==> config.mk <==
export PLATFORM = sky130hd
export DESIGN_NAME = imu_reader_flat
export DESIGN_NICKNAME = d
export VERILOG_FILES = /design/src/rtl/imu_reader_if.sv /design/src/rtl/imu_reader.sv /design/src/flat_wrapper.sv
export SDC_FILE = /design/constraint.sdc
export NUM_CORES = 1
export LEC_CHECK = 0
export BUFFER_PORTS_ARGS = -buffer_cell sky130_fd_sc_hd__buf_2
export CAP_MARGIN = 30
export CORE_ASPECT_RATIO = 1.5
export CORE_MARGIN = 2
export CORE_UTILIZATION = 45
export DETAILED_ROUTE_END_ITERATION = 10
export HOLD_SLACK_MARGIN = 0.03
export SYNTH_ARGS = -nofsm -noshare
export SYNTH_HDL_FRONTEND = slang
export SYNTH_SLANG_ARGS = --single-unit
==> constraint.sdc <==
create_clock -name clk -period 5.4 [get_ports clk]
set_clock_uncertainty 0.15 [all_clocks]
set_input_delay 0 -clock clk [delete_from_list [all_inputs] [get_ports clk]]
set_output_delay 0 -clock clk [all_outputs]
set_load 0.005 [all_outputs]
==> src/rtl/imu_reader_if.sv <==
// SPI bus between the IMU reader (master) and the accelerometer (slave).
// Mode 3: sclk idles high, the sensor drives on falling edges, the reader samples on rising edges.
interface imu_reader_if;
  logic spi_cs_n;
  logic spi_sclk;
  logic spi_mosi;
  logic spi_miso;

  modport master (output spi_cs_n, output spi_sclk, output spi_mosi, input spi_miso);
  modport slave  (input spi_cs_n, input spi_sclk, input spi_mosi, output spi_miso);
endinterface

==> src/rtl/imu_reader.sv <==
// Periodic SPI burst reader for the accelerometer X/Y registers.
// data_valid is a one-cycle strobe with no ready: consumers capture data_x/data_y on it.
module imu_reader #(
  parameter int          CLK_DIV       = 4,
  parameter int          SAMPLE_PERIOD = 300000,
  parameter logic [7:0]  ADDR          = 8'h28
) (
  input  logic               clk,
  input  logic               reset,
  input  logic               enable,
  imu_reader_if.master       bus,
  output logic signed [15:0] data_x,
  output logic signed [15:0] data_y,
  output logic               data_valid,
  output logic               busy,
  output logic [2:0]         state_dbg
);

  localparam int              TW         = (SAMPLE_PERIOD > 1) ? $clog2(SAMPLE_PERIOD) : 1;
  localparam logic [TW-1:0]   TIMER_LAST = TW'(SAMPLE_PERIOD - 1);
  localparam logic [7:0]      DIV_LAST   = 8'(CLK_DIV - 1);
  // Read with auto-increment starting at the X low byte.
  localparam logic [7:0]      CMD        = {2'b11, ADDR[5:0]};

  typedef enum logic [2:0] {
    IDLE     = 3'd0,
    CS_SETUP = 3'd1,
    XFER     = 3'd2,
    CS_HOLD  = 3'd3,
    DONE     = 3'd4
  } state_t;

  state_t          state, state_n;
  logic [7:0]      div_cnt;
  logic            sclk_hi;
  logic [5:0]      bit_cnt;
  logic [31:0]     rx;
  logic            pending;
  logic            enable_q;
  logic [TW-1:0]   timer;
  logic            div_last;
  logic            trigger;
  logic            cs_n, sclk, mosi;

  assign div_last  = (div_cnt == DIV_LAST);
  // enable is registered once, so the timer starts counting the cycle after it is seen.
  assign trigger   = enable_q && (timer == TIMER_LAST);
  assign busy      = (state != IDLE);
  assign state_dbg = state;

  assign bus.spi_cs_n = cs_n;
  assign bus.spi_sclk = sclk;
  assign bus.spi_mosi = mosi;

  always_ff @(posedge clk) begin
    if (reset) state <= IDLE;
    else       state <= state_n;
  end

  always_comb begin
    state_n    = state;
    cs_n       = 1'b1;
    sclk       = 1'b1;
    mosi       = 1'b0;
    data_valid = 1'b0;
    case (state)
      IDLE: begin
        if (trigger) state_n = CS_SETUP;
      end
      CS_SETUP: begin
        cs_n = 1'b0;
        if (div_last) state_n = XFER;
      end
      XFER: begin
        cs_n = 1'b0;
        sclk = sclk_hi;
        mosi = (bit_cnt < 6'd8) ? CMD[~bit_cnt[2:0]] : 1'b0;
        if (div_last && sclk_hi && (bit_cnt == 6'd39)) state_n = CS_HOLD;
      end
      CS_HOLD: begin
        cs_n = 1'b0;
        if (div_last) state_n = DONE;
      end
      DONE: begin
        data_valid = 1'b1;
        state_n    = (pending || trigger) ? CS_SETUP : IDLE;
      end
      default: state_n = IDLE;
    endcase
  end

  always_ff @(posedge clk) begin
    if (reset) begin
      div_cnt  <= 8'd0;
      sclk_hi  <= 1'b0;
      bit_cnt  <= 6'd0;
      rx       <= 32'd0;
      pending  <= 1'b0;
      enable_q <= 1'b0;
      timer    <= '0;
      data_x   <= 16'sd0;
      data_y   <= 16'sd0;
    end else begin
      enable_q <= enable;
      if (enable_q) timer <= (timer == TIMER_LAST) ? '0 : timer + TW'(1);

      // A single overrun is remembered; DONE consumes it by starting the next burst.
      if (state == DONE)                   pending <= 1'b0;
      else if (trigger && (state != IDLE)) pending <= 1'b1;

      if ((state == CS_SETUP) || (state == XFER) || (state == CS_HOLD))
        div_cnt <= div_last ? 8'd0 : div_cnt + 8'd1;
      else
        div_cnt <= 8'd0;

      if (state == XFER) begin
        if (div_last) begin
          if (sclk_hi) begin
            sclk_hi <= 1'b0;
            bit_cnt <= bit_cnt + 6'd1;
          end else begin
            sclk_hi <= 1'b1;
            if (bit_cnt >= 6'd8) rx <= {rx[30:0], bus.spi_miso};
          end
        end
      end else begin
        sclk_hi <= 1'b0;
        bit_cnt <= 6'd0;
      end

      // rx holds XL, XH, YL, YH from MSB down; outputs change only here.
      if ((state == CS_HOLD) && div_last) begin
        data_x <= {rx[23:16], rx[31:24]};
        data_y <= {rx[7:0], rx[15:8]};
      end
    end
  end

endmodule

==> src/flat_wrapper.sv <==
// flat-port wrapper written by rule: the top's interface ports become plain ports
module imu_reader_flat 
#(
  parameter int          CLK_DIV       = 4,
  parameter int          SAMPLE_PERIOD = 300000,
  parameter logic [7:0]  ADDR          = 8'h28
)
  (clk, reset, enable, data_x, data_y, data_valid, busy, state_dbg, bus_spi_cs_n, bus_spi_sclk, bus_spi_mosi, bus_spi_miso);
  imu_reader_if bus_i ();
  input  logic clk;
  input  logic reset;
  input  logic enable;
  output logic signed [15:0] data_x;
  output logic signed [15:0] data_y;
  output logic data_valid;
  output logic busy;
  output logic [2:0] state_dbg;
  output wire logic [$bits(bus_i.spi_cs_n)-1:0] bus_spi_cs_n;
  output wire logic [$bits(bus_i.spi_sclk)-1:0] bus_spi_sclk;
  output wire logic [$bits(bus_i.spi_mosi)-1:0] bus_spi_mosi;
  input wire logic [$bits(bus_i.spi_miso)-1:0] bus_spi_miso;
  assign bus_spi_cs_n = bus_i.spi_cs_n;
  assign bus_spi_sclk = bus_i.spi_sclk;
  assign bus_spi_mosi = bus_i.spi_mosi;
  assign bus_i.spi_miso = bus_spi_miso;
  imu_reader #(.CLK_DIV(CLK_DIV), .SAMPLE_PERIOD(SAMPLE_PERIOD), .ADDR(ADDR)) u_core (.clk(clk), .reset(reset), .enable(enable), .bus(bus_i), .data_x(data_x), .data_y(data_y), .data_valid(data_valid), .busy(busy), .state_dbg(state_dbg));
endmodule
### Word level (Yosys, flattened, before mapping)

Memory sizes are Yosys's and may differ from the RTL's.
Index checks and enable logic that the tools add are counted.

| word-level totals | value |
|---|---|
| register bits after elaboration | 103 |
| latch bits | 0 |
| RAM bits | 0 |
| bits in read-only memories | 8 |
| output and inout bits | 40 |
| logic and storage cells | 63 |
| memories kept | 1 |

Memories:

| memory | depth | width | rd ports | clocked after Yosys merged registers in | write ports | RTL line | text |
|---|---|---|---|---|---|---|---|
| (no name shown) | 8 | 1 | 1 | 0 | 0 | imu_reader.sv:77 | `mosi = (bit_cnt < 6'd8) ? CMD[~bit_cnt[2:0]] : 1'b0;` |

| operators by class | value |
|---|---|
| add/sub/neg operators | 3 |
| $mul | 0 |
| div/mod/pow operators | 0 |
| magnitude comparators | 3 |
| eq/ne operators | 11 |
| shifts and indexed selects | 0 |
| multiplexer cells | 14 |
| bitwise operators | 4 |
| reduce and logical (&&, ||, !) cells | 17 |

Operators by type and width:

| cell | number |
|---|---|
| adder 19 x 1 -> 19 bit (second input constant) | 1 |
| equality test 19 bit (second input constant) | 1 |
| two-way mux 19 bit | 1 |
| case mux 3 bit (5 select lines) | 1 |
| two-way mux 3 bit | 4 |
| adder 8 x 1 -> 8 bit (second input constant) | 1 |
| equality test 8 x 2 -> 1 bit (second input constant) | 1 |
| two-way mux 1 bit | 8 |
| inequality test 2 x 1 -> 1 bit (second input constant) | 4 |
| AND reduction 4 bit | 2 |
| adder 6 x 1 -> 6 bit (second input constant) | 1 |
| equality test 3 x 2 -> 1 bit (second input constant) | 2 |
| equality test 6 bit (second input constant) | 1 |
| >= comparator 6 x 4 -> 1 bit (second input constant) | 1 |
| less-than comparator 6 x 4 -> 1 bit (second input constant) | 1 |
| OR reduction 3 bit | 2 |
| logical AND 1 bit | 5 |
| less-than comparator 3 x 4 -> 1 bit (second input constant) | 1 |
| OR reduction 2 bit | 2 |
| equality test 3 x 1 -> 1 bit (second input constant) | 1 |
| equality test 3 bit (second input constant) | 1 |
| logical NOT 3 bit | 1 |
| logical OR 1 bit | 3 |
| inverter 1 bit | 3 |
| other kinds (3) | 3 |

### Depth between registers and ports, before layout

| depth | value |
|---|---|
| depth after elaboration | 5 |
| gate-level depth with buffers | 7 |
| depth with buffers taken out | 5 |

### Worst setup path after synthesis

No wires, ideal clock.

| timing | value |
|---|---|
| path kind | flip-flop to flip-flop |
| from | reg u_core.timer[0] |
| to | reg u_core.timer[10] |
| setup time | 0.117 ns |
| arrival | 1.761 ns |
| data required time | 5.133 ns |
| slack | 3.371 ns |
| cell stages (with the launch flop) | 7 |
| buffers on the path | 1 |
| clock period less this slack | 2.029 ns |
| cells stage by stage | dfxtp_1 -> ha_1 -> nand3_1 -> or4_4 -> o21bai_2 -> buf_2 -> nor2_1 |

| between the ends | value |
|---|---|
| word-level cells in the longest chain between the ends | 2 |
| elaborated cells on any way between the ends | 3 |
| classes of those cells | add/sub (1); eq/ne (1); mux (1) |

Ends and longest elaborated chain:

| item | RTL line | text |
|---|---|---|
| start: declaration | imu_reader.sv:40 | `logic [TW-1:0] timer;` |
| start signal: assignment | imu_reader.sv:105 | `if (enable_q) timer <= (timer == TIMER_LAST) ? '0 : timer + TW'(1);` |
| adder 19 x 1 -> 19 bit / equality test 19 bit (equally long branches) | imu_reader.sv:105 |  |
| two-way mux 19 bit (*) | imu_reader.sv:105 |  |

Mark *: on every way between the ends. The rest lies on a longest branch, timed or not.
A chain may end at the register's enable or synchronous reset.

### Final worst setup path

| timing | value |
|---|---|
| from | reg u_core.timer[0] |
| to | reg u_core.timer[2] |

Same word-level chain as after synthesis.

==> flow_metrics.tcl <==
set metrics [dict create \
    worst_slew_pin_slew_ns 0.674 \
    worstSkewPairLatency_ns 0.34 \
    routed_wl_mm 7.37 \
    port_buffers 43 \
    clockRootBuffer "clkbuf_16" \
    coreArea_um2 8780 \
    fin_crit_sh_pct 43.1 \
    final_area_um2 4640 \
    power_w 0.00138 \
    crit_chain "ha_1, nand3_1, or4_4, o21bai_2, nor2_1" \
    worstHoldPathType "in2reg" \
    critical_path_class "reg2reg" \
    cts_tree "done" \
    die_w_um 81.3 \
    ant_nets 0 \
    drtIter0Drc 120 \
    area.growth.synth_to_final_pct 15.2 \
    ys_ff_latch 103 \
    place_area_um2 4320 \
    grt_setup_unrepaired "false" \
    dieHeight_um 120 \
    clk_pin_slew_ns 0.06 \
    final_core_util_pct 52.9 \
    synth_cell_types 39 \
    grt_pass1_vias 2886 \
    dieArea_um2 9740 \
    grt_pass1_wl_mm 12.6 \
    grt-ovfl-total 0 \
    fin_crit_ns 2.33 \
    cts-htree-levels 3 \
    endpoint_kind "register" \
    synth_area_um2 4030 \
    gp_congestion 0.798 \
    cp-start-kind "register" \
    synth-edff-count 0 \
    regArea_um2 2060 \
    wire_per_inst_um 12.2 \
    hold_viol 0 \
    synthCells 449 \
    worstPathArrival_ns 2.37 \
    viasPerCell 5.14 \
    initial_core_util_pct 45.9 \
    cts_buffer_depth 2 \
    slowest_stage "o21bai_2" \
    cts_buffers 9 \
    track_usage_pct 16.3 \
    powerDensity_nw_per_um2 298 \
    tns_ns 0 \
    synth_area_leaders "dfxtp_1 51%, mux2i_1 8.4%, nand2_1 6.7%" \
    antenna_found_initial 0 \
    fmax_ghz 0.430 \
    synth_flop_cell "dfxtp_1" \
    p_leak_nw 1.94 \
    status "finished, final reports clean" \
    syn_nets 457 \
    synth-async-reset-ratio_pct 0 \
    avgSynthCellArea_um2 8.98 \
    num_antenna_cells 0 \
    num_vias 3093 \
    critical_path_required_ns 5.45 \
    synth-seq-area-share_pct 51.2 \
    drv_cap 0 \
    post_cts_buffers 0 \
    drv_slew 0 \
    cts_sinks 103 \
    peakVddDrop_uv 169 \
    multiInputGateArea_um2 1830 \
    cp_max_fo 18 \
    yosysMostFrequentCell "dfxtp_1" \
    relSlewSlack_pct 55.0 \
    io_pins 44 \
    synth_area_leader_cell "dfxtp_1" \
    drive_gt1_share_pct 13.4 \
    synth_common_cells "103 x dfxtp_1, 72 x nand2_1, 66 x nor2_1, 41 x a21oi_1, 34 x mux2i_1" \
    max_stage_delay_ns 0.58 \
    ys_warn_count 0 \
    drt-pass1-iter-count 4 \
    nets 495 \
    hpwl_mm 4.94 \
    fp-row-count 42 \
    drc_errors 0 \
    cts-resized-gates 0 \
    setup_viol 0 \
    fill_cells 832 \
    grt_max_degree 46 \
    yosys.area.top_type_share_pct 51.2 \
]
## registers in the layout (all words and copies together), names as in the netlist
name,cells
u_core.data_y,16
u_core.div_cnt,8
u_core.sclk_hi,1
u_core.bit_cnt,6
u_core.enable_q,1
u_core.state_dbg,3
u_core.pending,1
u_core.rx,32
u_core.data_x,16
u_core.timer,19
## metrics by stage
stage          instances  setup WS (ns)  hold WS [ns]
3_5_place_dp         582           3.01        0.0898
6_report             602           3.07         0.311
3_3_place_gp         581           2.82        0.0623
2_1_floorplan        449           3.37       -0.0218
4_1_cts              602           3.02         0.302
5_1_grt              602           2.88         0.342
## path summary, 6_finish.rpt
kind	start	cells past startpoint	slack, ns	to
setup / recovery	u_core.timer[0]	5	3.07	u_core.timer[2]
hold reg to reg	u_core.div_cnt[0]	1	0.31	u_core.div_cnt[0]
hold / removal	bus_spi_miso	4	0.31	u_core.rx[0]
setup reg to reg	u_core.timer[0]	5	3.07	u_core.timer[2]
## layout make-up
type / count / share of cell area [%]
Clock buffer: 13 / 5.61
Clock inverter: 3 / 0.377
Inverter: 7 / 0.566
Multi-Input combinational cell: 315 / 39.5
Sequential cell: 103 / 44.4
Tap cell: 110 / 2.97
Timing Repair Buffer: 51 / 6.58
## cells in the final DEF (no fill, tap or decap), drive strengths merged, types with 2 or more instances in the layout
cell and count:
nand2 72, nand4 11, nor3 7, dlygate4sd3 4, nand2b 2, nand3 11
mux2i 34, o21ai 4, clkinv 2, xor2 12, inv 7, a21oi 41
buf 47, nor2b 3, or4 5, dfxtp 103, nor4 5, or3 6
ha 4, nor2 66, clkbuf 13, xnor2 14, and3 4
## layer usage
| metal | track usage [%] | vias up | wire (um) |
|---|---|---|---|
| li1 | - | 1589 | - |
| met1 | 19.1 | 1456 | 3310 |
| met2 | 27.9 | 42 | 3720 |
| met3 | 3.83 | 6 | 233 |
| met4 | 6.99 | 0 | 111 |
| met5 | 0 | - | 0 |
## power by group
part           switching [W]  internal [W]
Sequential        0.00000152      0.000761
Combinational      0.0000118    0.00000554
Clock               0.000265      0.000336
Total               0.000278       0.00110
## what timing repair did
action | 4_1_cts | 5_1_grt
hold buffers | 4 | 0
setup endpoints to repair | 0 | 0
hold endpoints to repair | 29 | 0
## logic make-up after synthesis
group	share of synthesized area (%)
simple gates	23.4
mux	8.44
fa+ha+maj	1.24
flops	51.2
compound gates	6.68
buf+inv	3.38
xor+xnor	5.65
## worst max-delay path, delay by kind of cell (launching register included)
family / cells / cell delay, ns
AND/OR/NAND/NOR: 3 / 0.88
AO/OA/AOI/OAI: 1 / 0.58
flip-flops: 1 / 0.37
adder cells (fa/ha/maj): 1 / 0.21
No activity file was read; power rests on OpenSTA's default activity.
